File: config.mk
export PLATFORM = sky130hd
export DESIGN_NAME = ps2_frame_receiver
export DESIGN_NICKNAME = d
export VERILOG_FILES = /design/src/rtl/ps2_frame_receiver.sv
export SDC_FILE = /design/constraint.sdc
export NUM_CORES = 1
export LEC_CHECK = 0
export BUFFER_PORTS_ARGS = -buffer_cell sky130_fd_sc_hd__clkbuf_2
export CAP_MARGIN = 40
export CELL_PAD_IN_SITES_DETAIL_PLACEMENT = 1
export CELL_PAD_IN_SITES_GLOBAL_PLACEMENT = 2
export CORE_ASPECT_RATIO = 0.9
export CORE_UTILIZATION = 39
export DETAILED_ROUTE_END_ITERATION = 8
export PLACE_DENSITY = 0.77
export SLEW_MARGIN = 40
export SYNTH_ARGS = -nofsm -noshare
export SYNTH_HDL_FRONTEND = slang
export SYNTH_SLANG_ARGS = --single-unit
File: constraint.sdc
create_clock -name clock -period 5.5 [get_ports clock]
set_input_delay 0.55 -clock clock [delete_from_list [all_inputs] [get_ports clock]]
set_output_delay 0.55 -clock clock [all_outputs]
set_load 0.01 [all_outputs]
File: src/rtl/ps2_frame_receiver.sv
// PS/2 device-to-host frame receiver: pin synchronisers, clock glitch filter,
// falling-edge bit capture, frame checking and an inter-edge timeout.
module ps2_frame_receiver #(
    parameter int SYSTEM_CLOCK = 50000000,
    parameter int FILTER_LEN   = 8,
    parameter int TIMEOUT_US   = 200
) (
    input  logic        clock,
    input  logic        clock_sreset,
    input  logic        ps2_clk,
    input  logic        ps2_dat,
    output logic        data_valid,
    output logic [10:0] data_out,
    output logic        parity_error,
    output logic        frame_error,
    output logic        busy
);

    localparam int TIMEOUT_CYCLES = SYSTEM_CLOCK / 1000000 * TIMEOUT_US;
    localparam int TW  = $clog2(TIMEOUT_CYCLES + 1);
    localparam int FCW = $clog2(FILTER_LEN + 1);
    localparam logic [TW-1:0]  TMO_MAX   = TW'(TIMEOUT_CYCLES);
    localparam logic [FCW-1:0] FILT_LAST = FCW'(FILTER_LEN - 1);

    typedef enum logic [1:0] {
        ST_IDLE  = 2'd0,
        ST_SHIFT = 2'd1,
        ST_CHECK = 2'd2
    } state_t;

    state_t          state_q, state_d;
    logic            clk_s1_q, clk_s1_d, clk_s2_q, clk_s2_d;
    logic            dat_s1_q, dat_s1_d, dat_s2_q, dat_s2_d;
    logic            clk_filt_q, clk_filt_d;
    logic            clk_prev_q, clk_prev_d;
    logic [FCW-1:0]  filt_cnt_q, filt_cnt_d;
    logic [TW-1:0]   tmr_q, tmr_d;
    logic [10:0]     shift_q, shift_d;
    logic [3:0]      bitcnt_q, bitcnt_d;
    logic [10:0]     data_out_q, data_out_d;
    logic            valid_q, valid_d;
    logic            perr_q, perr_d;
    logic            ferr_q, ferr_d;

    logic            fall;
    logic            bit_in;
    logic            timeout;

    always_ff @(posedge clock or posedge clock_sreset) begin
        if (clock_sreset) begin
            state_q    <= ST_IDLE;
            clk_s1_q   <= 1'b1;
            clk_s2_q   <= 1'b1;
            dat_s1_q   <= 1'b1;
            dat_s2_q   <= 1'b1;
            clk_filt_q <= 1'b1;
            clk_prev_q <= 1'b1;
            filt_cnt_q <= '0;
            tmr_q      <= '0;
            shift_q    <= '0;
            bitcnt_q   <= '0;
            data_out_q <= '0;
            valid_q    <= 1'b0;
            perr_q     <= 1'b0;
            ferr_q     <= 1'b0;
        end else begin
            state_q    <= state_d;
            clk_s1_q   <= clk_s1_d;
            clk_s2_q   <= clk_s2_d;
            dat_s1_q   <= dat_s1_d;
            dat_s2_q   <= dat_s2_d;
            clk_filt_q <= clk_filt_d;
            clk_prev_q <= clk_prev_d;
            filt_cnt_q <= filt_cnt_d;
            tmr_q      <= tmr_d;
            shift_q    <= shift_d;
            bitcnt_q   <= bitcnt_d;
            data_out_q <= data_out_d;
            valid_q    <= valid_d;
            perr_q     <= perr_d;
            ferr_q     <= ferr_d;
        end
    end

    // Synchronisers and clock filter: the filtered clock follows only a level
    // that has been stable for FILTER_LEN consecutive samples.
    always_comb begin
        clk_s1_d   = ps2_clk;
        clk_s2_d   = clk_s1_q;
        dat_s1_d   = ps2_dat;
        dat_s2_d   = dat_s1_q;
        clk_prev_d = clk_filt_q;
        clk_filt_d = clk_filt_q;
        filt_cnt_d = '0;
        if (clk_s2_q != clk_filt_q) begin
            if (filt_cnt_q == FILT_LAST) begin
                clk_filt_d = clk_s2_q;
            end else begin
                filt_cnt_d = filt_cnt_q + 1'b1;
            end
        end
    end

    assign fall    = clk_prev_q & ~clk_filt_q;
    assign bit_in  = dat_s2_q;
    assign timeout = (tmr_q == TMO_MAX);

    always_comb begin
        tmr_d = tmr_q;
        if (fall || (state_q == ST_IDLE)) begin
            tmr_d = '0;
        end else if (!timeout) begin
            tmr_d = tmr_q + 1'b1;
        end
    end

    always_comb begin
        state_d    = state_q;
        shift_d    = shift_q;
        bitcnt_d   = bitcnt_q;
        data_out_d = data_out_q;
        valid_d    = 1'b0;
        perr_d     = 1'b0;
        ferr_d     = 1'b0;
        unique case (state_q)
            ST_IDLE: begin
                if (fall && !bit_in) begin
                    shift_d  = '0;
                    bitcnt_d = 4'd1;
                    state_d  = ST_SHIFT;
                end
            end
            ST_SHIFT: begin
                if (fall) begin
                    shift_d[bitcnt_q] = bit_in;
                    bitcnt_d          = bitcnt_q + 4'd1;
                    if (bitcnt_q == 4'd10) begin
                        state_d = ST_CHECK;
                    end
                end else if (timeout) begin
                    ferr_d  = 1'b1;
                    state_d = ST_IDLE;
                end
            end
            ST_CHECK: begin
                // Parity takes precedence over the stop bit.
                if (^shift_q[9:1] != 1'b1) begin
                    perr_d = 1'b1;
                end else if (!shift_q[10]) begin
                    ferr_d = 1'b1;
                end else begin
                    data_out_d = shift_q;
                    valid_d    = 1'b1;
                end
                state_d = ST_IDLE;
            end
            default: state_d = ST_IDLE;
        endcase
    end

    assign data_valid   = valid_q;
    assign parity_error = perr_q;
    assign frame_error  = ferr_q;
    assign data_out     = data_out_q;
    assign busy         = (state_q != ST_IDLE);

endmodule
; ---- Word-level counts from Yosys, hierarchy flattened
; Cells that the tools add are included.
; Widths: inputs -> output; s select.
[word_totals]
elab_cells = 73
input_bits = 4
regBits = 55
[op_classes]
addsub = 3
order_cmp = 2
muxes = 28
eq_ne = 11
n_reduce_logical = 12
bitwise_logic = 2
[ops]
columns = op, n
row1 = $mux 14, 2
row2 = $mux 11, 2
row3 = $pmux 11 s2, 1
row4 = $mux 4, 4
row5 = $add 14x1->14 const B, 1
row6 = $eq 14x14->1 const B, 1
row7 = $bwmux 11, 1
row8 = $mux 1, 10
row9 = $reduce_and 3->1, 3
row10 = $reduce_xor 9->1, 1
row11 = $add 4x1->4 const B, 2
row12 = $mux 2, 4
row13 = $pmux 4 s2, 1
row14 = $ne 3x3->1 const B, 2
row15 = $lt 4x5->1 const B, 1
row16 = $demux 1 s4, 1
row17 = $eq 4x3->1 const B, 1
row18 = $eq 4x4->1 const B, 1
row19 = $ge 4x1->1 const B, 1
row20 = $ne 2x1->1 const B, 2
row21 = $pmux 2 s2, 1
row22 = $reduce_bool 2->1, 2
row23 = $eq 2x1->1 const B, 1
row24 = $eq 2x2->1 const B, 1
row25 = other kinds (10), 11

; ---- Logic depth before layout (Yosys ltp)
[depth]
ltp_word = 7
mapped_depth = 8
ltp_nobuf = 6

; ---- Worst setup path after synthesis
; OpenSTA, ideal clock, no wires.
[synth_timing]
kind = register to register
from = register shift_q[4]
to = register data_out_q[0], in the netlist data_out[0]
period_less_slack_ns = 1.854
setup_time_ns = 0.125
arrival_time_ns = 1.729
required_ns = 5.375
stages_incl_launch_ff = 6
setup_slack_ns = 3.646
path_buffers = 1
path_cell_list = dfrtp_1 xor2_1 xnor3_1 mux2i_2 buf_6 mux2_4
[synth_between]
elab_chain_cells = 2
[synth_rtl]
columns = item, line
row1 = start: declaration, 38  ; logic [10:0] shift_q, shift_d;
row2 = start signal: assignment, 76  ; shift_q <= shift_d;
row3 = $reduce_xor 9->1, 147  ; if (^shift_q[9:1] != 1'b1) begin
row4 = $reduce_and 3->1 (no source line), -
row5 = end signal: assignment, 78  ; data_out_q <= data_out_d;
row6 = end: declaration, 40  ; logic [10:0] data_out_q, data_out_d;
; No other way between the ends.
; A chain may end at the register's enable or synchronous reset.

; ---- Worst setup path in the final report
[layout_timing]
from = register state_q[1]
to = register shift_q[1]
[layout_between]
elab_chain_cells = 3
word_cells_on_any_way = 7
classes_between = eq/ne (3) / mux (1) / reduce/logical (3)
[layout_rtl]
columns = item, line
row1 = start: declaration, 31  ; state_t state_q, state_d;
row2 = start signal: assignment, 67  ; state_q <= state_d;
row3 = $eq 2x1->1 / $logic_not 2->1 (equally long branches), 125  ; unique case (state_q)
row4 = $ne 2x2->1 (no source line) (tied with other cells), -
row5 = $reduce_and 3->1 (no source line), -
; Parallel ways exist; a longest one is shown, timed or not.

==> results.ini <==
[run_status]
status=completed

[setup_path]
crit_fanout=22
startpoint_type=register
worstSetupEndpointType=register
crit_type=reg -> reg
critPathTopFamily=adder cells
cp.required_ns=5.69
cp_slowest_cell=ha_1
critPathBufInv=2
cp_slowest_stage_delay_ns=0.63
critPathArrivalTime_ns=2.38
path_cells=inv_1 > ha_1 > o211ai_1 > buf_4 > o21ai_0 > o31ai_1

[drt]
first_iter_violations=66
dr_total_vias=1922
viasPerCell=5.19
route.final.wire_length_um=5760
dr.pass1.iters=5
wl_per_cell_um=15.6
drcViolationCount=0
detail-route-antenna-nets=0

[clock_tree]
numCtsBuffers=5
clk_pin_slew_ns=0.10
postCtsSetupBuffers=0
htreeDepth=2
hold_buffers=0
cts_tree=built
clk_path_buf_depth=2
clk_latency_ns=0.32
cts_sinks=55
cts_resized=0
root_buffer=clkbuf_8

[synth]
synth.most_common_cell=dfrtp_1
syn_area_sq_mm=0.00278
ys_ff_latch=55
synth_seq_area_share=0.498
synth_ff_type=dfrtp_1
synth_warnings=0
synth_edf_count=0
synth_commonest_cells=dfrtp_1, nand2_1, o21ai_0, inv_1
async_reset_ff_frac=1.00
postSynthCellCount=262
avgSynthCellArea_sq_um=10.6
yosysUniqueCellTypes=44
synth_area_leaders=dfrtp_1, dfstp_2, ha_1
synth_nets=277
yosysTopAreaCellShare=0.441
synth_area_leader_cell=dfrtp_1

[cells_and_area]
fillers=795
diodes=0
drive_gt1_frac=0.175
finalNetCount=294
fin_util=0.455
final_cells=370
area_growth_pct=10.1

[global_routing]
overflow=0
grt_first_pass_wirelength_um=9760
grt_use_total=0.168
grt_max_degree=56
grt_pass1_vias=1937
antenna_found_initial=0

[timing]
rsz0062_at_grt=false
setup_violations=0
fin_crit_ns=2.19
fmax_mhz=457
timing.slew.headroom=0.526
hold_viol=0
post-route-period-util=0.398
fin_skew_ns=0.0139
fin_tns_setup_ns=0
maxSlewViolCount=0
worstMarginPinSlew_ns=0.711

[floorplan]
io_pins=19
core_sq_mm=0.00673
design.die.area_sq_mm=0.00747
die_w_um=91.0
die_h_um=82.1
rows=28
start_util=0.414

[placed_design]
dp_hpwl_um=4070
place.gp.congestion=0.726
placed_cells=362
io_buffers=18

[power]
peakVddDrop_mv=0.246
powerDensity_mw_per_mm2=386
p_leak_nw=1.40

[run]
maxCapViolCount=0

[worst_hold_path]
min_path_type=in -> reg

worst register-to-register path: stages, from the launching register on:
cell	delay, ns
dfrtp_1	0.43
inv_1	0.12
ha_1	0.63
o211ai_1	0.34
buf_4	0.27
o21ai_0	0.18
o31ai_1	0.10
state kept, by name, summed over array words and instances, names as in the netlist:
register and count:
bit_in 1, bitcnt_q 4, clk_filt_q 1, clk_prev_q 1
clk_s1_q 1, clk_s2_q 1, dat_s1_q 1, data_out 11
data_valid 1, filt_cnt_q 4, frame_error 1, parity_error 1
shift_q 11, state_q 2, tmr_q 14
through the flow:
step	area, sq um	setup WS, ns	hold WS, ns	total power, mW
after floorplan	2780	3.62	0.345	0.840
after global placement	2950	3.17	0.346	0.933
after detailed placement	2960	3.33	0.347	0.950
after CTS	3060	3.32	0.301	1.20
after global routing	3060	3.19	0.302	1.27
final	3060	3.31	0.309	1.18
cell usage in the layout, fill, tap and decap left out, types with 3 or more instances in the layout:
master,n
a21boi_0,6
a21oi_1,13
and2_1,4
and3_1,4
clkbuf_2,18
clkbuf_8,6
dfrtp_1,49
dfstp_2,6
ha_1,11
inv_1,14
mux2_2,4
mux2_4,8
nand2_1,17
nand2b_1,7
nand3_1,12
nor2_1,13
nor2b_1,6
nor3_1,6
nor4b_1,3
o21ai_0,17
o22ai_1,5
o31ai_1,3
or3_1,3
xnor2_1,11
xor2_1,3
power breakdown:
| part | switching, mW | total, mW | internal [mW] |
|---|---|---|---|
| Combinational | 0.236 | 0.405 | 0.169 |
| Clock | 0.139 | 0.242 | 0.103 |
| Sequential | 0.0706 | 0.536 | 0.465 |
| Total | 0.446 | 1.18 | 0.737 |
cell families after synthesis:
| logic type | count (synthesis) | synth area share |
|---|---|---|
| buf+inv | 25 | 0.0364 |
| flops | 55 | 0.498 |
| xor+xnor | 16 | 0.0603 |
| compound gates | 56 | 0.124 |
| simple gates | 84 | 0.161 |
| mux | 15 | 0.0715 |
| fa+ha+maj | 11 | 0.0495 |
per-layer routing:
metal | up-vias | GRT usage | part of all wire
met5 | - | 0 | 0
met4 | 0 | 0.0524 | 0.011
met3 | 5 | 0.0302 | 0.021
met2 | 17 | 0.255 | 0.41
met1 | 953 | 0.245 | 0.56
li1 | 947 | - | -
layout make-up:
cell class	instances	area, sq um	area share
multi-input cells	182	1310	0.426
flip-flops and latches	55	1380	0.452
clock inverters	2	16.3	0.00531
inverters	15	56.3	0.0184
clock buffers	6	82.6	0.0270
repair buffers	20	105	0.0343
well taps	90	113	0.0368
worst paths after layout:
kind | startpoint | endpoint | slack (ns) | cells after the start
max | state_q[1]$_DFFE_PP0P_ | shift_q[1]$_DFFE_PP0P_ | 3.31 | 6
min | ps2_dat | dat_s1_q$_DFF_PP1_ | 0.31 | 1
max reg2reg | state_q[1]$_DFFE_PP0P_ | shift_q[1]$_DFFE_PP0P_ | 3.31 | 6
min reg2reg | clk_s1_q$_DFF_PP1_ | clk_s2_q$_DFF_PP1_ | 0.36 | 0
max in group asynchronous | clock_sreset | bitcnt_q[3]$_DFFE_PP0P_ | 4.63 | 3
min in group asynchronous | clock_sreset | tmr_q[3]$_DFFE_PP0P_ | 0.40 | 3
(Power assumes the default switching activity.)
